**src/rtl/bcd_share_arbiter_pkg.sv**
```systemverilog
// Shared constants, FSM encoding and small helpers for the time-shared
// binary-to-BCD converter.
package bcd_share_arbiter_pkg;

  localparam int c_MAX_VALUE = 99;
  localparam int c_NUM_ITER  = 7;
  localparam int c_BIN_WIDTH = 7;
  localparam int c_BCD_WIDTH = 8;
  localparam int c_CNT_WIDTH = 3;

  typedef enum logic [1:0] {
    S_IDLE   = 2'd0,
    S_CONV   = 2'd1,
    S_COMMIT = 2'd2
  } state_t;

  // Two BCD digits cannot represent more than 99, so larger inputs saturate.
  function automatic logic [c_BIN_WIDTH-1:0] clamp_bin(input logic [c_BIN_WIDTH-1:0] v);
    return (v > c_BIN_WIDTH'(c_MAX_VALUE)) ? c_BIN_WIDTH'(c_MAX_VALUE) : v;
  endfunction

  function automatic logic [3:0] add3(input logic [3:0] d);
    return (d >= 4'd5) ? d + 4'd3 : d;
  endfunction

endpackage

```
**src/rtl/bcd_share_arbiter_shift.sv**
```systemverilog
// Shift-add-3 (double dabble) engine: start loads a value, one iteration per
// cycle follows, done_o flags the cycle whose edge performs the last iteration.
module bcd_shift_engine
  import bcd_share_arbiter_pkg::*;
(
  input  logic                   clk,
  input  logic                   rst_n,
  input  logic                   start_i,
  input  logic [c_BIN_WIDTH-1:0] bin_i,
  output logic                   done_o,
  output logic [c_BCD_WIDTH-1:0] bcd_o
);

  logic [c_BIN_WIDTH-1:0] bin_q, bin_d;
  logic [c_BCD_WIDTH-1:0] bcd_q, bcd_d;
  logic [c_CNT_WIDTH-1:0] cnt_q;
  logic                   active_q;
  logic [c_BCD_WIDTH-1:0] adj;

  always_comb begin
    adj            = {add3(bcd_q[7:4]), add3(bcd_q[3:0])};
    {bcd_d, bin_d} = {adj[c_BCD_WIDTH-2:0], bin_q, 1'b0};
  end

  assign done_o = active_q && (cnt_q == c_CNT_WIDTH'(c_NUM_ITER - 1));
  assign bcd_o  = bcd_q;

  // NOTE: sequential state uses non-blocking assignments so every register
  // samples the pre-edge values, independent of statement order.
  always_ff @(posedge clk or negedge rst_n) begin
    if (!rst_n) begin
      bin_q    <= '0;
      bcd_q    <= '0;
      cnt_q    <= '0;
      active_q <= 1'b0;
    end else if (start_i) begin
      bin_q    <= bin_i;
      bcd_q    <= '0;
      cnt_q    <= '0;
      active_q <= 1'b1;
    end else if (active_q) begin
      bin_q <= bin_d;
      bcd_q <= bcd_d;
      cnt_q <= cnt_q + 1'b1;
      if (done_o) active_q <= 1'b0;
    end
  end

endmodule

```
**src/rtl/bcd_share_arbiter.sv**
```systemverilog
// Round-robin arbiter sharing one binary-to-BCD engine between two requesters;
// owns the grant/done pulses and the per-requester result registers.
module bcd_share_arbiter
  import bcd_share_arbiter_pkg::*;
(
  input  logic                   i_Clk,
  input  logic                   i_Rst_L,
  input  logic                   i_Req_0,
  input  logic [c_BIN_WIDTH-1:0] i_Bin_0,
  input  logic                   i_Req_1,
  input  logic [c_BIN_WIDTH-1:0] i_Bin_1,
  output logic                   o_Gnt_0,
  output logic                   o_Gnt_1,
  output logic                   o_Done_0,
  output logic                   o_Done_1,
  output logic [c_BCD_WIDTH-1:0] o_BCD_0,
  output logic [c_BCD_WIDTH-1:0] o_BCD_1,
  output logic                   o_Busy
);

  state_t                 state_q, state_d;
  logic                   gnt0_q, gnt0_d, gnt1_q, gnt1_d;
  logic                   done0_q, done0_d, done1_q, done1_d;
  logic [c_BCD_WIDTH-1:0] bcd0_q, bcd0_d, bcd1_q, bcd1_d;
  logic                   owner_q, owner_d;
  logic                   last_q, last_d;
  logic                   hold_q, hold_d;

  logic                   winner;
  logic                   eng_start, eng_done;
  logic [c_BIN_WIDTH-1:0] eng_bin;
  logic [c_BCD_WIDTH-1:0] eng_bcd;

  // NOTE: every always_comb output gets a default first, so no path can
  // leave a signal unassigned and infer a latch.
  always_comb begin
    state_d   = state_q;
    gnt0_d    = 1'b0;
    gnt1_d    = 1'b0;
    done0_d   = 1'b0;
    done1_d   = 1'b0;
    bcd0_d    = bcd0_q;
    bcd1_d    = bcd1_q;
    owner_d   = owner_q;
    last_d    = last_q;
    hold_d    = hold_q;
    eng_start = 1'b0;
    winner    = (i_Req_0 && i_Req_1) ? ~last_q : i_Req_1;
    eng_bin   = clamp_bin(winner ? i_Bin_1 : i_Bin_0);

    case (state_q)
      // hold_q spends one idle cycle after reset and after each commit
      // before arbitrating, which spaces back-to-back grants 10 cycles apart.
      S_IDLE: begin
        if (hold_q) begin
          hold_d = 1'b0;
        end else if (i_Req_0 || i_Req_1) begin
          eng_start = 1'b1;
          gnt0_d    = ~winner;
          gnt1_d    = winner;
          owner_d   = winner;
          state_d   = S_CONV;
        end
      end
      S_CONV: begin
        if (eng_done) state_d = S_COMMIT;
      end
      S_COMMIT: begin
        if (owner_q) begin
          bcd1_d  = eng_bcd;
          done1_d = 1'b1;
        end else begin
          bcd0_d  = eng_bcd;
          done0_d = 1'b1;
        end
        last_d  = owner_q;
        hold_d  = 1'b1;
        state_d = S_IDLE;
      end
      default: state_d = S_IDLE;
    endcase
  end

  always_ff @(posedge i_Clk or negedge i_Rst_L) begin
    if (!i_Rst_L) begin
      state_q <= S_IDLE;
      gnt0_q  <= 1'b0;
      gnt1_q  <= 1'b0;
      done0_q <= 1'b0;
      done1_q <= 1'b0;
      bcd0_q  <= '0;
      bcd1_q  <= '0;
      owner_q <= 1'b0;
      last_q  <= 1'b1;
      hold_q  <= 1'b1;
    end else begin
      state_q <= state_d;
      gnt0_q  <= gnt0_d;
      gnt1_q  <= gnt1_d;
      done0_q <= done0_d;
      done1_q <= done1_d;
      bcd0_q  <= bcd0_d;
      bcd1_q  <= bcd1_d;
      owner_q <= owner_d;
      last_q  <= last_d;
      hold_q  <= hold_d;
    end
  end

  bcd_shift_engine u_engine (
    .clk     (i_Clk),
    .rst_n   (i_Rst_L),
    .start_i (eng_start),
    .bin_i   (eng_bin),
    .done_o  (eng_done),
    .bcd_o   (eng_bcd)
  );

  assign o_Gnt_0  = gnt0_q;
  assign o_Gnt_1  = gnt1_q;
  assign o_Done_0 = done0_q;
  assign o_Done_1 = done1_q;
  assign o_BCD_0  = bcd0_q;
  assign o_BCD_1  = bcd1_q;
  assign o_Busy   = (state_q != S_IDLE);

endmodule

```
**config.mk**
```make
export PLATFORM = sky130hd
export DESIGN_NAME = bcd_share_arbiter
export DESIGN_NICKNAME = d
export VERILOG_FILES = /design/src/rtl/bcd_share_arbiter_pkg.sv /design/src/rtl/bcd_share_arbiter_shift.sv /design/src/rtl/bcd_share_arbiter.sv
export SDC_FILE = /design/constraint.sdc
export NUM_CORES = 1
export LEC_CHECK = 0
export BUFFER_PORTS_ARGS = -buffer_cell sky130_fd_sc_hd__clkbuf_2
export CAP_MARGIN = 5
export CELL_PAD_IN_SITES_DETAIL_PLACEMENT = 0
export CELL_PAD_IN_SITES_GLOBAL_PLACEMENT = 2
export CORE_ASPECT_RATIO = 1.75
export CORE_MARGIN = 2
export CORE_UTILIZATION = 37
export DETAILED_ROUTE_END_ITERATION = 6
export PLACE_DENSITY_LB_ADDON = 0.1
export SYNTH_ARGS = -nofsm -noshare
export SYNTH_HDL_FRONTEND = slang
export SYNTH_SLANG_ARGS = --single-unit
export TNS_END_PERCENT = 5
```
**constraint.sdc**
```tcl
create_clock -name i_Clk -period 3.7 [get_ports i_Clk]
set_clock_uncertainty 0.1 [all_clocks]
set_input_delay 1.11 -clock i_Clk [delete_from_list [all_inputs] [get_ports i_Clk]]
set_output_delay 1.11 -clock i_Clk [all_outputs]
set_load 0.03 [all_outputs]
```
==> impl_summary.md <==
Synthesis
The cell area that synthesis handed to floorplanning was 2020 µm². Of the synthesized area, sequential elements account for 0.547. During synthesis, Yosys emitted a total of 0 warnings. The netlist uses 35 different library cells. The synthesized area divided by synthesized cell count is 10.6 µm².

The synthesized design contains 0 enable-type register cells. Synthesis produced 191 cells. Yosys attributes the largest share of cell area to dfrtp_1, nand2_1, mux2_2.

In the synthesized netlist the dominant register cell turns out to be dfrtp_1. Counting flops with an async set or reset pin after synthesis yields a share of 1.00. The count of state elements after synthesis is 44.

The largest total area in the synthesized netlist belongs to dfrtp_1. The number of nets in the synthesized netlist is 215. Of the post-synthesis cell area, the dominant cell type holds 0.521.

Timing
The fraction of the cycle the final worst path needs is 0.660. Setup violations remaining at the end of the flow were counted as 0. The worst pin sits at a relative slew slack of 0.275. Setup repair after global routing left no endpoint under its margin.

Hold timing on the final database bottoms out at a slack of 0.380 ns. The number of hold violations in the final report was 0. After routing, the total negative slack on setup checks comes to 0 ns. The final critical delay including setup and external delays is 2.44 ns. For this run, the top clock speed supported by timing is 410 MHz. The number of pins with negative max-slew slack in the final report is 0. At the pin with the least slew margin, the transition time is 1.09 ns.

Final layout
The number of nets in the layout is 255. Leaving out fill and tap cells, the most frequent cell in the layout is dfrtp_1. Summing all multi-input logic gate instances after layout gives 860 µm². In the layout the commonest cells are dfrtp_1, clkbuf_2, nand2_1. 0 antenna diodes ended up in the layout.

Registers take 1100 µm². The filler cells instantiated in the layout total 523. The area growth from synthesis to layout is 17.2%.

The share of layout cells above drive strength 1 is 0.263. Summing all non-filler instances in the final layout gives an area of 2360 µm². Once layout is complete, the utilization of the core stands at 0.450.

Status
The flow ran to the end, and the final reports show no timing, DRC or antenna violations.

Flow run
The max-capacitance violation count is 0.

Clocking
The count of clock tree sinks is 44. The number of buffers inserted for hold repair after clock tree synthesis is 0. Counting along the longest clock path gives a buffer depth of 2. The number of buffers added for setup after CTS is 0. In this run, post-CTS repair resized a total of 0 instances. The clock root buffer master is clkbuf_8.

TritonCTS built the clock tree. CTS built an H-tree with a depth of 2. The later pin in the worst-skew pair is clocked with a latency of 0.29 ns. The number of buffers created by CTS is 5.

Clock-pin slew was measured on the worst setup and hold paths at 0.08 ns.

Route
The vias after detailed routing is 1,501. The post-detailed-route via-to-cell ratio is 5.23. The pre-antenna-repair detailed-routing pass consisted of 2 iterations. Dividing the detail-routed wire length by the instance count gives 14.5 µm. The antenna violation net count after detailed routing is 0. For this block, the initial DRC count from the detailed router was 33.

The overall routed net length is 4.16 mm. In the routed design, unresolved DRC markers number 0.

Setup path
Data on the critical path is required at its endpoint by 2.49 ns. Along the worst path, the maximum fanout reaches 5. Data on the critical path arrives at its endpoint at 1.23 ns. The critical path class is reg -> out. The capturing element type of the critical path is an output port.

The startpoint type of the worst setup path is a register. The start point of the critical path is state_q[1]$_DFFE_PN0P_. The worst register-to-register path begins at u_engine.active_q$_DFF_PN0_.

Power and ir drop
The maximum resistive drop on vdd is 0.000321 V. The power per cell area is 840 nW/µm². For this design the static power due to leakage is 1.20 nW. Overall power consumption after layout is estimated at 1.98 mW.

Global routing
In the global route stage, overall resource usage came out at 0.154. Entering global routing, the biggest net connects 45 pins. The final global-route overflow total is 0. The initial antenna violation count is 0. The global-route wire length before repair is 7.10 mm.

The via count of the first global-routing pass is 1,584.

Min path
The class of the tightest hold or removal check is reg -> reg. The startpoint identified for the worst hold timing path is o_BCD_1[4]$_DFFE_PN0P_.

Placement
The HPWL after detailed placement is 3.02 mm. The global placement routability congestion is 0.714. Buffers placed on the I/O ports in this run total 38. The cell area after placement is 2260 µm².

Floorplan
The cell row count is 35. The width of the die is 59.8 µm. The count of boundary I/O pins is 39. The initial cell density of the core is 0.384. The die is 102 µm tall.

The overall die area is 6080 µm². The standard cell core area is 5260 µm².
## worst paths after layout
path | endpoint | slack (ns) | cells past startpoint
hold reg to reg | o_BCD_1[4]$_DFFE_PN0P_ | 0.38 | 2
setup / recovery | o_Busy | 1.26 | 2
min in group asynchronous | o_BCD_1[3]$_DFFE_PN0P_ | 0.90 | 1
setup reg to reg | u_engine.bcd_o[6]$_DFFE_PN0P_ | 1.86 | 2
hold / removal | o_BCD_1[4]$_DFFE_PN0P_ | 0.38 | 2
max in group asynchronous | o_Gnt_1$_DFF_PN0_ | 1.92 | 1
## metal layers
| layer | global-route usage | up-vias | part of all wire |
|---|---|---|---|
| met2 | 0.285 | 33 | 0.56 |
| met1 | 0.168 | 722 | 0.39 |
| li1 | - | 741 | - |
| met4 | 0.0564 | 0 | 0.017 |
| met5 | 0 | - | 0 |
| met3 | 0.0268 | 5 | 0.027 |
## where the power goes
group          switching [mW]  internal [mW]
Combinational           0.457          0.318
Sequential              0.171          0.678
Clock                   0.160          0.200
Total                   0.788           1.20
## area by class of cell
| cell class | count | area share |
|---|---|---|
| clock inverter | 2 | 0.0148 |
| multi-input combinational | 134 | 0.364 |
| clock buffer | 6 | 0.0307 |
| timing repair buffer | 39 | 0.0836 |
| inverter | 7 | 0.0111 |
| tap | 55 | 0.0291 |
| sequential | 44 | 0.467 |
## cells by family after synthesis
family | after synthesis | share of synthesized area
adder cells (fa/ha/maj) | 6 | 0.0372
flip-flops | 44 | 0.547
XOR/XNOR | 4 | 0.0174
AO/OA/AOI/OAI | 38 | 0.120
buffers and inverters | 13 | 0.0267
multiplexers | 17 | 0.0900
AND/OR/NAND/NOR | 69 | 0.161
## synth_stat cells (all sizes together) (2+ instances only)
library cell  count
a2111oi           2
a211oi            3
a21oi            10
a311oi            2
a31oi             3
and3              3
buf               4
clkbuf            2
dfrtp            42
dfstp             2
ha                6
inv               7
mux2              9
mux2i             8
nand2            35
nand2b            6
nand3             4
nor2              8
nor2b             2
nor3              2
o21ai            13
o311ai            2
or3               3
xnor2             3
## worst max-delay path: stages (launching register included)
cell	delay, ns
dfrtp_1	0.43
or2_2	0.32
clkbuf_2	0.19
## sequential cells by signal, summed over array words and instances (netlist names)
register,cells
o_BCD_0,8
o_BCD_1,8
u_engine.bcd_o,8
u_engine.bin_q,7
u_engine.cnt_q,3
state_q,2
hold_q,1
last_q,1
o_Done_0,1
o_Done_1,1
o_Gnt_0,1
o_Gnt_1,1
owner_q,1
u_engine.active_q,1
## per-stage QoR
stage	setup WS (ns)	cells
after floorplan	1.50	191
after global placement	1.31	279
after detailed placement	1.12	279
after CTS	1.24	287
after global routing	1.21	287
final	1.26	287
No activity file was read; power rests on OpenSTA's default activity.
